## src/rtl/timing_generator_pkg.sv

```systemverilog
// Shared definitions for the 6502 T-state sequencer: vector bit positions,
// interrupt-type bit positions, the T-state encoding and step helpers.
package timing_generator_pkg;

  localparam int TW    = 8;   // width of timing_IN / timing_OUT
  localparam int MAX_T = 6;   // highest T-state

  // timing_IN bit positions
  localparam int T0_BIT     = 0;
  localparam int T1_BIT     = 1;
  localparam int T2_BIT     = 2;
  localparam int T3_BIT     = 3;
  localparam int T4_BIT     = 4;
  localparam int T5_BIT     = 5;
  localparam int T6_BIT     = 6;
  localparam int TV_INT_SEQ = 7;

  // timing_OUT feedback bit positions
  localparam int FB_END  = 0;
  localparam int FB_SKIP = 1;

  // sig_interrupt bit positions; the winner vector uses the first three
  localparam int INT_NMI = 0;
  localparam int INT_IRQ = 1;
  localparam int INT_RST = 2;
  localparam int INT_BRK = 3;
  localparam int WIN_W   = 3;

  typedef enum logic [2:0] {
    T0 = 3'd0,
    T1 = 3'd1,
    T2 = 3'd2,
    T3 = 3'd3,
    T4 = 3'd4,
    T5 = 3'd5,
    T6 = 3'd6
  } tstate_e;

  localparam tstate_e T_LAST = T6;

  // Plain single step; T_LAST wraps to T0 (forced end of instruction).
  function automatic tstate_e t_inc(input tstate_e t);
    case (t)
      T0:      t_inc = T1;
      T1:      t_inc = T2;
      T2:      t_inc = T3;
      T3:      t_inc = T4;
      T4:      t_inc = T5;
      T5:      t_inc = T6;
      default: t_inc = T0;
    endcase
  endfunction

  // Double step requested by SKIP; saturates at T_LAST instead of wrapping.
  function automatic tstate_e t_skip(input tstate_e t);
    case (t)
      T0:      t_skip = T2;
      T1:      t_skip = T3;
      T2:      t_skip = T4;
      T3:      t_skip = T5;
      default: t_skip = T_LAST;
    endcase
  endfunction

  // One-hot image of a T-state for timing_IN[6:0].
  function automatic logic [MAX_T:0] t_onehot(input tstate_e t);
    case (t)
      T0:      t_onehot = 7'b000_0001;
      T1:      t_onehot = 7'b000_0010;
      T2:      t_onehot = 7'b000_0100;
      T3:      t_onehot = 7'b000_1000;
      T4:      t_onehot = 7'b001_0000;
      T5:      t_onehot = 7'b010_0000;
      T6:      t_onehot = 7'b100_0000;
      default: t_onehot = 7'b000_0001;
    endcase
  endfunction

endpackage

```

## src/rtl/timing_generator_if.sv

```systemverilog
// Bundle between the T-state sequencer (master) and random_control_block plus
// the pin/flag sources (slave side).
interface timing_generator_if;
  import timing_generator_pkg::*;

  logic          sig_RDY;
  logic          sig_R_NOT_W;
  logic [TW-1:0] timing_OUT;
  logic          nmi_n;
  logic          irq_n;
  logic          flag_I;
  logic [TW-1:0] timing_IN;
  logic [7:0]    sig_interrupt;
  logic          SYNC;

  modport master (
    input  sig_RDY, sig_R_NOT_W, timing_OUT, nmi_n, irq_n, flag_I,
    output timing_IN, sig_interrupt, SYNC
  );

  modport slave (
    output sig_RDY, sig_R_NOT_W, timing_OUT, nmi_n, irq_n, flag_I,
    input  timing_IN, sig_interrupt, SYNC
  );

endinterface

```

## src/rtl/timing_generator_interrupt_latch.sv

```systemverilog
// NMI edge latch, pending-reset flag and the RESET > NMI > IRQ priority encoder.
// The sequencer pulses accept_i on the decision edge; the winning pend flag is
// cleared there. A new NMI edge on that same edge stays pending.
module timing_generator_interrupt_latch
  import timing_generator_pkg::*;
(
  input  logic             clk,
  input  logic             rst_n,
  input  logic             nmi_n_i,
  input  logic             irq_n_i,
  input  logic             flag_i_i,
  input  logic             accept_i,
  output logic [WIN_W-1:0] winner_o
);

  logic nmi_q, nmi_d;
  logic nmi_pend_q, nmi_pend_d;
  logic reset_pend_q, reset_pend_d;
  logic irq_act_s;
  logic nmi_edge_s;

  assign irq_act_s  = ~irq_n_i & ~flag_i_i;
  assign nmi_edge_s = nmi_q & ~nmi_n_i;

  // Priority encoder: only registered pend flags and the live IRQ level compete.
  always_comb begin
    winner_o = 3'b000;
    if (reset_pend_q) begin
      winner_o[INT_RST] = 1'b1;
    end else if (nmi_pend_q) begin
      winner_o[INT_NMI] = 1'b1;
    end else if (irq_act_s) begin
      winner_o[INT_IRQ] = 1'b1;
    end else begin
      winner_o = 3'b000;
    end
  end

  // Next-state of the latches: clear on acceptance, a fresh NMI edge always sets.
  always_comb begin
    nmi_d        = nmi_n_i;
    nmi_pend_d   = (nmi_pend_q & ~(accept_i & winner_o[INT_NMI])) | nmi_edge_s;
    reset_pend_d = reset_pend_q & ~(accept_i & winner_o[INT_RST]);
  end

  // Latch registers with synchronous active-low reset.
  always_ff @(posedge clk) begin
    if (!rst_n) begin
      nmi_q        <= 1'b1;
      nmi_pend_q   <= 1'b0;
      reset_pend_q <= 1'b1;
    end else begin
      nmi_q        <= nmi_d;
      nmi_pend_q   <= nmi_pend_d;
      reset_pend_q <= reset_pend_d;
    end
  end

endmodule

```

## src/rtl/timing_generator.sv

```systemverilog
// 6502 T-state sequencer: one-hot timing vector, interrupt-sequence vector,
// RDY stalling on read cycles and SYNC. All outputs come straight from flops.
module timing_generator
  import timing_generator_pkg::*;
(
  input logic                clk,
  input logic                rst_n,
  timing_generator_if.master bus
);

  tstate_e          t_q, t_d;
  logic [TW-1:0]    timing_q, timing_d;
  logic [7:0]       sig_int_q, sig_int_d;
  logic             sync_q, sync_d;
  logic             stall_s;
  logic             accept_s;
  logic             end_req_s;
  logic             skip_req_s;
  logic [WIN_W-1:0] winner_s;
  logic             unused_fb_s;

  assign stall_s     = ~bus.sig_RDY & bus.sig_R_NOT_W;
  assign end_req_s   = bus.timing_OUT[FB_END];
  assign skip_req_s  = bus.timing_OUT[FB_SKIP];
  assign unused_fb_s = ^bus.timing_OUT[TW-1:FB_SKIP+1];

  timing_generator_interrupt_latch u_int_latch (
    .clk      (clk),
    .rst_n    (rst_n),
    .nmi_n_i  (bus.nmi_n),
    .irq_n_i  (bus.irq_n),
    .flag_i_i (bus.flag_I),
    .accept_i (accept_s),
    .winner_o (winner_s)
  );

  // T-state next-state: T0 always advances (and is the decision point), END beats SKIP.
  always_comb begin
    t_d      = t_q;
    accept_s = 1'b0;
    if (stall_s) begin
      t_d = t_q;
    end else if (t_q == T0) begin
      t_d      = T1;
      accept_s = 1'b1;
    end else if (end_req_s) begin
      t_d = T0;
    end else if (skip_req_s) begin
      t_d = t_skip(t_q);
    end else begin
      t_d = t_inc(t_q);
    end
  end

  // Output next-state: the interrupt vector and INT_SEQ change only on a decision edge.
  always_comb begin
    sig_int_d = sig_int_q;
    timing_d  = {timing_q[TV_INT_SEQ], t_onehot(t_d)};
    if (accept_s) begin
      if (|winner_s) begin
        sig_int_d                = 8'h00;
        sig_int_d[INT_BRK]       = 1'b1;
        sig_int_d[WIN_W-1:0]     = winner_s;
        timing_d[TV_INT_SEQ]     = 1'b1;
      end else begin
        sig_int_d                = 8'h00;
        timing_d[TV_INT_SEQ]     = 1'b0;
      end
    end else begin
      sig_int_d = sig_int_q;
    end
    sync_d = timing_d[T1_BIT];
  end

  // State and output registers; reset forces T0 and aborts any sequence.
  always_ff @(posedge clk) begin
    if (!rst_n) begin
      t_q       <= T0;
      timing_q  <= 8'h01;
      sig_int_q <= 8'h00;
      sync_q    <= 1'b0;
    end else begin
      t_q       <= t_d;
      timing_q  <= timing_d;
      sig_int_q <= sig_int_d;
      sync_q    <= sync_d;
    end
  end

  assign bus.timing_IN     = timing_q;
  assign bus.sig_interrupt = sig_int_q;
  assign bus.SYNC          = sync_q;

endmodule

```

## src/flat_wrapper.sv

```systemverilog
// flat-port wrapper written by rule: the top's interface ports become plain ports
module timing_generator_flat import timing_generator_pkg::*;
  (clk, rst_n, bus_sig_RDY, bus_sig_R_NOT_W, bus_timing_OUT, bus_nmi_n, bus_irq_n, bus_flag_I, bus_timing_IN, bus_sig_interrupt, bus_SYNC);
  timing_generator_if bus_i ();
  input logic clk;
  input logic rst_n;
  input wire logic [$bits(bus_i.sig_RDY)-1:0] bus_sig_RDY;
  input wire logic [$bits(bus_i.sig_R_NOT_W)-1:0] bus_sig_R_NOT_W;
  input wire logic [$bits(bus_i.timing_OUT)-1:0] bus_timing_OUT;
  input wire logic [$bits(bus_i.nmi_n)-1:0] bus_nmi_n;
  input wire logic [$bits(bus_i.irq_n)-1:0] bus_irq_n;
  input wire logic [$bits(bus_i.flag_I)-1:0] bus_flag_I;
  output wire logic [$bits(bus_i.timing_IN)-1:0] bus_timing_IN;
  output wire logic [$bits(bus_i.sig_interrupt)-1:0] bus_sig_interrupt;
  output wire logic [$bits(bus_i.SYNC)-1:0] bus_SYNC;
  assign bus_i.sig_RDY = bus_sig_RDY;
  assign bus_i.sig_R_NOT_W = bus_sig_R_NOT_W;
  assign bus_i.timing_OUT = bus_timing_OUT;
  assign bus_i.nmi_n = bus_nmi_n;
  assign bus_i.irq_n = bus_irq_n;
  assign bus_i.flag_I = bus_flag_I;
  assign bus_timing_IN = bus_i.timing_IN;
  assign bus_sig_interrupt = bus_i.sig_interrupt;
  assign bus_SYNC = bus_i.SYNC;
  timing_generator u_core (.clk(clk), .rst_n(rst_n), .bus(bus_i));
endmodule
```

## config.mk

```make
export PLATFORM = sky130hd
export DESIGN_NAME = timing_generator_flat
export DESIGN_NICKNAME = d
export VERILOG_FILES = /design/src/rtl/timing_generator_pkg.sv /design/src/rtl/timing_generator_if.sv /design/src/rtl/timing_generator_interrupt_latch.sv /design/src/rtl/timing_generator.sv /design/src/flat_wrapper.sv
export SDC_FILE = /design/constraint.sdc
export NUM_CORES = 1
export LEC_CHECK = 0
export CORE_ASPECT_RATIO = 1.4
export CORE_MARGIN = 2
export CORE_UTILIZATION = 37
export CTS_CLUSTER_DIAMETER = 100
export CTS_CLUSTER_SIZE = 24
export DETAILED_ROUTE_END_ITERATION = 12
export PLACE_DENSITY = 0.71
export SLEW_MARGIN = 10
export SYNTH_ARGS = -nofsm -noshare
export SYNTH_HDL_FRONTEND = slang
export SYNTH_SLANG_ARGS = --single-unit
```

## constraint.sdc

```tcl
create_clock -name clk -period 1.45 [get_ports clk]
set_input_delay 0.2175 -clock clk [delete_from_list [all_inputs] [get_ports clk]]
set_output_delay 0.2175 -clock clk [all_outputs]
set_load 0.02 [all_outputs]
```

# Yosys cells after proc, flatten, opt, wreduce, memory -nomap -nowiden
# Index checks and enable logic that the tools add are counted.
word_totals:
  wordCells: 51
  ff_bits: 23
  out_inout_bits: 17
  in_bits: 15
classes:
  n_bitwise: 14
  n_reduce_logical: 2
  n_mux: 16
  n_eq_ne: 11
op_table:
  columns: ["cell", "n"]
  rows:
  - ["7-bit case mux with 6 select lines", 1]
  - ["3-bit == test (second input constant)", 5]
  - ["3-bit case mux with 5 select lines", 1]
  - ["3-bit by 2-bit == test with 1-bit output (second input constant)", 4]
  - ["3-bit two-way mux", 4]
  - ["3-bit case mux with 3 select lines", 1]
  - ["1-bit AND", 7]
  - ["1-bit two-way mux", 7]
  - ["3-bit by 1-bit == test with 1-bit output (second input constant)", 2]
  - ["1-bit inverter", 6]
  - ["4-bit two-way mux", 1]
  - ["3-bit logical NOT", 1]
  - ["3-bit OR reduction", 1]
  - ["2-bit two-way mux", 1]
  - ["1-bit bitwise OR", 1]

# Longest topological paths before layout
# Gate-level depths: netlist (run 1).
depth:
  word_depth: 9
  ltp_mapped: 5
  depth_no_buf: 4

# Modules after synthesis
# A second synthesis (run 1) with hierarchy kept.
unflattened:
  cells_unflattened: 101
  area_unflattened_um2: 938.4
by_module_without_submodules:
  columns: ["mod", "area_each_um2", "seq_area_each_um2", "cells_each", "instances"]
  rows:
  - ["timing_generator", 814.5, 280.3, 88, 1]
  - ["timing_generator_interrupt_latch", 123.9, 60.1, 13, 1]

# Worst setup path after synthesis (run 1)
# No wires, ideal clock.
synth_timing:
  path_kind: "register to register"
  from: "register u_core.t_q[2]"
  to: "register u_core.timing_q[2], in the netlist u_core.bus.timing_IN[2]"
  synth_period_minus_slack_ns: 1.431
  path_stages_with_launch: 5
  path_buffers: 0
  arrival_time_ns: 1.339
  path_slack_ns: 0.019
  t_required_ns: 1.358
  setup_ns: 0.092
  cell_sequence: "dfxtp_1 -> or4_4 -> a21oi_4 -> nor2_2 -> nor4_1"
synth_between:
  elab_chain_len: 8
  elab_cells_between_ends: 19
  classes_between: "11 x eq/ne; 7 x mux; 1 x reduce/logical"
synth_lines:
  columns: ["item", "line_no", "text"]
  rows:
  - ["start: declaration", "timing_generator.sv:11", "tstate_e t_q, t_d;"]
  - ["start signal: assignment", "timing_generator.sv:83", "t_q <= t_d;"]
  - ["3-bit == test, or another cell as far along", "timing_generator_pkg.sv:43", "case (t)"]
  - ["3-bit case mux with 5 select lines or 3-bit case mux with 3 select lines (tied branches)", "timing_generator_pkg.sv:43, timing_generator_pkg.sv:56", null]
  - ["3-bit two-way mux", "timing_generator.sv:48", "end else if (skip_req_s) begin"]
  - ["3-bit two-way mux", "timing_generator.sv:46", "end else if (end_req_s) begin"]
  - ["3-bit two-way mux", "timing_generator.sv:43", "end else if (t_q == T0) begin"]
  - ["3-bit two-way mux *", "timing_generator.sv:41", "if (stall_s) begin"]
  - ["3-bit == test, or another cell as far along", "timing_generator_pkg.sv:67", "case (t)"]
  - ["7-bit case mux with 6 select lines *", "timing_generator_pkg.sv:67", null]
  - ["end signal: assignment", "timing_generator.sv:84", "timing_q <= timing_d;"]
  - ["end: declaration", "timing_generator.sv:12", "logic [TW-1:0] timing_q, timing_d;"]
# Every way passes the cells marked *; elsewhere a longest branch is shown, timed or not.
# A chain may end at the register's enable or synchronous reset.

# Worst setup path after layout (run 1)
layout_timing:
  from: "register u_core.t_q[2]"
  to: "register u_core.timing_q[1], in the netlist u_core.bus.timing_IN[1]"
# The elaborated chain is that of the path after synthesis.

==> results of run 1 <==
[routing by layer]
metal  GRT usage (%)  vias up  share of wire (%)
li1                -      364                  -
met1            15.2      335                 38
met2            29.9       15                 57
met3            4.11        4                4.0
met4            6.70        0                1.5
met5               0        -                  0
[layout make-up]
| cell class | instances | area share (%) |
|---|---|---|
| flip-flops and latches | 17 | 29.1 |
| inverters | 3 | 0.954 |
| repair buffers | 36 | 29.2 |
| multi-input cells | 60 | 36.4 |
| clock buffers | 4 | 2.23 |
| well taps | 21 | 2.23 |
[worst min path at each step]
stage,start,endpoint,slack (ns)
2_1_floorplan,rst_n,u_core.u_int_latch.reset_pend_q,0.28
3_3_place_gp,u_core.bus.sig_interrupt[1],u_core.bus.sig_interrupt[1],0.44
3_5_place_dp,u_core.bus.sig_interrupt[1],u_core.bus.sig_interrupt[1],0.44
4_1_cts,u_core.bus.sig_interrupt[1],u_core.bus.sig_interrupt[1],0.46
5_1_grt,u_core.bus.sig_interrupt[1],u_core.bus.sig_interrupt[1],0.49
6_report,u_core.bus.sig_interrupt[1],u_core.bus.sig_interrupt[1],0.45
[placed cells by master (no fill, tap or decap), drive strengths merged, types with 2 or more instances in the layout]
| cell | n |
|---|---|
| nor3 | 2 |
| and4 | 2 |
| nor2 | 7 |
| nor2b | 2 |
| conb | 4 |
| dlygate4sd2 | 3 |
| nor4 | 4 |
| inv | 2 |
| clkdlybuf4s50 | 8 |
| dfxtp | 17 |
| o21ai | 2 |
| buf | 15 |
| nand2 | 7 |
| dlymetal6s2s | 10 |
| nand3b | 2 |
| nand3 | 4 |
| nand2b | 4 |
| a21oi | 5 |
| and3 | 2 |
| clkbuf | 4 |
[stage by stage]
stage	worst slack (ns)	util [%]	setup TNS [ns]	hold WS, ns
final	0.0222	60.5	0	0.449
after global routing	-0.0468	60.5	-0.198	0.490
after CTS	0.000797	56.2	0	0.455
after detailed placement	-0.332	53.8	-3.78	0.443
after global placement	-0.308	53.8	-3.42	0.436
after floorplan	0.0190	-	0	0.279
[registers in the layout (all words and copies together) (netlist names)]
| name | flops |
|---|---|
| u_core.u_int_latch.nmi_pend_q | 1 |
| u_core.bus.sig_interrupt | 4 |
| u_core.bus.timing_IN | 7 |
| u_core.u_int_latch.nmi_q | 1 |
| u_core.u_int_latch.reset_pend_q | 1 |
| u_core.t_q | 3 |
[kinds of logic after synthesis]
logic type      count (synthesis)  synth area share (%)
simple gates                   42                  32.6
flops                          17                  44.8
compound gates                 14                  14.2
buf+inv                        10                  7.91
other cells                     1                 0.494
[repair_timing]
| action | in CTS | in global routing |
|---|---|---|
| pin swaps | 4 | 6 |
| buffers inserted | 1 | 2 |
| endpoints found under the setup margin | 9 | 15 |
| resized for setup | 8 | 19 |
[report_power, final]
part           internal (mW)  switching [mW]
combinational          0.151           0.158
clock                  0.107           0.136
sequential             0.499          0.0199
total                  0.757           0.314
[worst reg2reg max path, delay by kind of cell (launching register included)]
kind               cells  cell delay, ns
and+or+nand+nor        3            0.79
AOI/OAI and AO/OA      1            0.20
DFF                    1            0.33
==> impl_metrics.toml, run 1 <==
[routing]
vias = 718
drt_iter0_drc = 11
drc_errors = 0
routed_wl_um = 1810
viasPerCell = 5.09
wl_per_cell_um = 12.8
drtAntennaViolNets = 0
first_pass_iters = 5

[sta]
setup_viol = 0
clock_skew_ns = 0.00285
grt_setup_unrepaired = "true"
period_needed_ns = 1.43
hold_violations = 0
slew_viol_final = 0
min_period_over_period_pct = 98.5
fmax_ghz = 0.700

[run_status]
status = "finished clean"

[clocking]
path_clk_slew_ns = 0.09
insertion_delay_ns = 0.28
cts_max_level = 1
clockRootBuffer = "clkbuf_4"
cts.sinks = 17
cts_buffers = 3
holdBufCountCts = 0
clk_path_buf_depth = 2
cts_tree = "yes"

[global_route]
grt_overflow = 0
grt_pass1_vias = 704
grt_pass1_wl_um = 2920
grt_start_max_net_pins = 10
antenna_found_initial = 0
grt_usage_pct = 15.6

[worst_setup_path]
ff2ff_path_depth = 4
cp.required_ns = 1.63
cp_num_buf_inv = 0
arrival_ns = 1.60
cpLargestDelayFamily = "simple AND/OR/NAND/NOR gates"
cp_slowest_stage_delay_ns = 0.54
cp-startpoint = "u_core.t_q[2]"
cp_max_fo = 7
rr_endpoint = "u_core.bus.timing_IN[1]"
end_kind = "flop"
crit_end = "u_core.bus.timing_IN[1]"
reg2reg_slack_ns = 0.02
cpMaxStageDelayCell = "or4_4"
timing.rr.start = "u_core.t_q[2]"
cp-start-kind = "flop"
critPathKind = "reg2reg"
worstSetupPathDepth = 4
path_cells = "or4_4 -> a21oi_4 -> nor2_4 -> nor4bb_2"

[floorplan]
die_y_um = 57.6
io_pins = 32
rows = 19
chipWidth_um = 42.3
dieArea_um2 = 2440
initial_core_util_pct = 39.0
core-area_um2 = 1950

[placed_design]
gp_congestion = 0.780
dp_hpwl_um = 1350
placed_cell_area_um2 = 1050
io_buffers = 21
post-place-cells = 134

[synthesis]
syn_area_um2 = 759
syn_avg_cell_area_um2 = 9.04
netlist_top_cells_count = "17 x dfxtp_1, 7 x nand2_1, 6 x buf_4, 6 x nor2_1"
ys.flop_type = "dfxtp_1"
synth_top_area_cell = "dfxtp_1"
synth_cell_types = 33
seq_area_frac_synth_pct = 44.8
synth_most_common_cell = "dfxtp_1"
syn_inst = 84
synth.top_cell.area_share_pct = 44.8
yosys-top-cells-area = "dfxtp_1 45%, buf_4 5.9%, nand2_1 3.5%"
yosys_warnings = 0
ys_async_sr_fraction_pct = 0
yosys_register_bits = 17
synth_edf_count = 0

[layout]
syn_to_final_growth_pct = 55.4
regArea_um2 = 343
final_area_um2 = 1180
nFillCells = 166
fin_nets = 136
fin_cells = 141
drive_above_1_share_pct = 29.2
n_antenna_cell = 0
multi_input_area_um2 = 429

[power]
p_per_area_nw_per_um2 = 908
finalPower_mw = 1.07
vdd_drop_max_v = 0.000601
leakage_nw = 0.604

[min_path]
hold_depth = 2
hold_class = "reg2reg"

[job]
drv_cap = 0
Note: power is estimated with default switching activity, not from simulation.
==> run 2: changes to the inputs <==
TNS_END_PERCENT = 1   (was not set)
==> run 2 against run 1 <==
  * The flow now finishes with violations (negative setup slack)
  * Count of clock-buffer cells in the layout unchanged
  * Worst hold slack about the same
  * Total power shrank 1.8%
  * Clock skew decreased by 0.00092 ns
  * Combinational power is 6.5% lower
  * Final cell count is 0.71% lower
  * Clock power about the same
  * Via count down 0.56%
  * Register-to-register slack lost 0.03 ns
  * Sequential power barely moved
  * Worst setup slack got worse by 0.032 ns
  * Sequential share of layout area rose by 0.99 points
  * Critical endpoint is now u_core.bus.timing_IN[5]
==> impl_metrics.toml, run 2 (synthesized netlist as in run 1, its figures left out) <==
[run_status]
status = "finished, violations left"
violations = "negative setup slack"

[layout]
drive_above_1_share_pct = 25.2
fin_nets = 135
nFillCells = 174
multi_input_area_um2 = 403
final_core_utilization_pct = 58.5
syn_to_final_growth_pct = 50.2
layout_commonest_cell = "dfxtp_1"
regArea_um2 = 343
final_area_um2 = 1140
fin_cells = 140
final_cell_mix = "15 x dfxtp_1, 14 x buf_4, 10 x clkdlybuf4s50_1"
largest_reg_flops = 7
n_antenna_cell = 0

[sta]
min_period_over_period_pct = 101
slew_viol_final = 0
setup_viol = 2
fmax_ghz = 0.685
period_needed_ns = 1.46
setup_slack_ns = -0.00933
hold_violations = 0
finalSetupTns_ns = -0.0144
grt_setup_unrepaired = "true"
clock_skew_ns = 0.00193
hold_ws_ns = 0.448

[worst_setup_path]
cp_slowest_stage_delay_ns = 0.51
cp_max_fo = 7
timing.rr.start = "u_core.t_q[2]"
cp-startpoint = "bus_timing_OUT[1]"
end_kind = "flop"
ff2ff_path_depth = 4
crit_end = "u_core.bus.timing_IN[5]"
cp.required_ns = 1.63
path_cells = "clkdlybuf4s50_1 -> or4_4 -> a21oi_4 -> nor2_4 -> and4_1"
cpMaxStageDelayCell = "or4_4"
cp-start-kind = "input pin"
arrival_ns = 1.64
rr_endpoint = "u_core.bus.timing_IN[5]"
reg2reg_slack_ns = -0.009
critPathKind = "in2reg"

[power]
vdd_drop_max_v = 0.000622
finalPower_mw = 1.05
combPwrFrac_pct = 27.6
p_per_area_nw_per_um2 = 922
power.clock.fraction_pct = 23.1
switching_share_pct = 29.2
p_int_mw = 0.745
power.switching_mw = 0.307
leakage_nw = 0.576
p_seq_share_pct = 49.3

[clocking]
clk_path_buf_depth = 2
insertion_delay_ns = 0.28
clockRootBuffer = "clkbuf_4"
path_clk_slew_ns = 0.09
cts_tree = "yes"
cts_max_level = 1
cts.sinks = 17
cts_buffers = 3

[placed_design]
placed_cell_area_um2 = 1050
place_ws_ns = -0.332
gp_congestion = 0.780
post-place-cells = 134
io_buffers = 21
dp_hpwl_um = 1350

[floorplan]
initial_core_util_pct = 39.0
rows = 19
io_pins = 32
core-area_um2 = 1950
dieArea_um2 = 2440
die_y_um = 57.6
chipWidth_um = 42.3

[routing]
drtAntennaViolNets = 0
first_pass_iters = 4
wl_per_cell_um = 12.4
viasPerCell = 5.10
drc_errors = 0
routed_wl_um = 1730
drt_iter0_drc = 4
vias = 714

[global_route]
antenna_found_initial = 0
grt_pass1_wl_um = 2870
grt_start_max_net_pins = 10
grt_pass1_vias = 700
grt_usage_pct = 15.3
grt_overflow = 0

[job]
drv_cap = 0

[min_path]
hold_class = "reg2reg"
run 2: changes by cell type in the layout (fill, tap and decap cells not counted), sizes merged:
cell           before  now
dlymetal6s2s       10    8
clkdlybuf4s50       8   10
buf                15   14
run 2: worst min path at each step:
| stage | slack, ns | from | depth (start not counted) | end |
|---|---|---|---|---|
| floorplan | 0.28 | rst_n | 1 | u_core.u_int_latch.reset_pend_q |
| detailed placement | 0.44 | u_core.bus.sig_interrupt[1] | 2 | u_core.bus.sig_interrupt[1] |
| CTS | 0.46 | u_core.bus.sig_interrupt[1] | 2 | u_core.bus.sig_interrupt[1] |
| finish | 0.45 | u_core.bus.sig_interrupt[1] | 2 | u_core.bus.sig_interrupt[1] |
| global placement | 0.44 | u_core.bus.sig_interrupt[1] | 2 | u_core.bus.sig_interrupt[1] |
| global route | 0.49 | u_core.bus.sig_interrupt[1] | 2 | u_core.bus.sig_interrupt[1] |
run 2: layout make-up:
| class | instances | area share (%) |
|---|---|---|
| Inverter | 3 | 0.987 |
| Clock buffer | 4 | 2.30 |
| Multi-Input combinational cell | 60 | 35.3 |
| Timing Repair Buffer | 35 | 29.1 |
| Tap cell | 21 | 2.30 |
| Sequential cell | 17 | 30.0 |
run 2: routing by layer:
layer | GRT usage (%) | share of wire (%)
met5 | 0 | 0
met4 | 4.91 | 0.46
met3 | 4.11 | 4.3
met2 | 29.9 | 59
met1 | 15.0 | 36
run 2: power groups by stage:
stage	clock, mW	combinational, mW	sequential [mW]
2_1_floorplan	0	0.140	0.552
3_3_place_gp	0	0.275	0.528
3_5_place_dp	0	0.281	0.530
4_1_cts	0.250	0.281	0.520
5_1_grt	0.272	0.313	0.524
6_report	0.243	0.290	0.519
run 2: worst max-delay path, delay by kind of cell:
family                 cells  cell delay [ns]
AND/OR/NAND/NOR            3             0.78
buffers and inverters      1             0.43
AO/OA/AOI/OAI              1             0.21
run 2: repair_timing:
| action | CTS | global route |
|---|---|---|
| resized for setup | 6 | 14 |
| hold buffers | 0 | 0 |
| pin swaps | 2 | 4 |
| setup buffers | 0 | 2 |
| setup endpoints to repair | 9 | 20 |
| endpoints found under the hold margin | 0 | 0 |
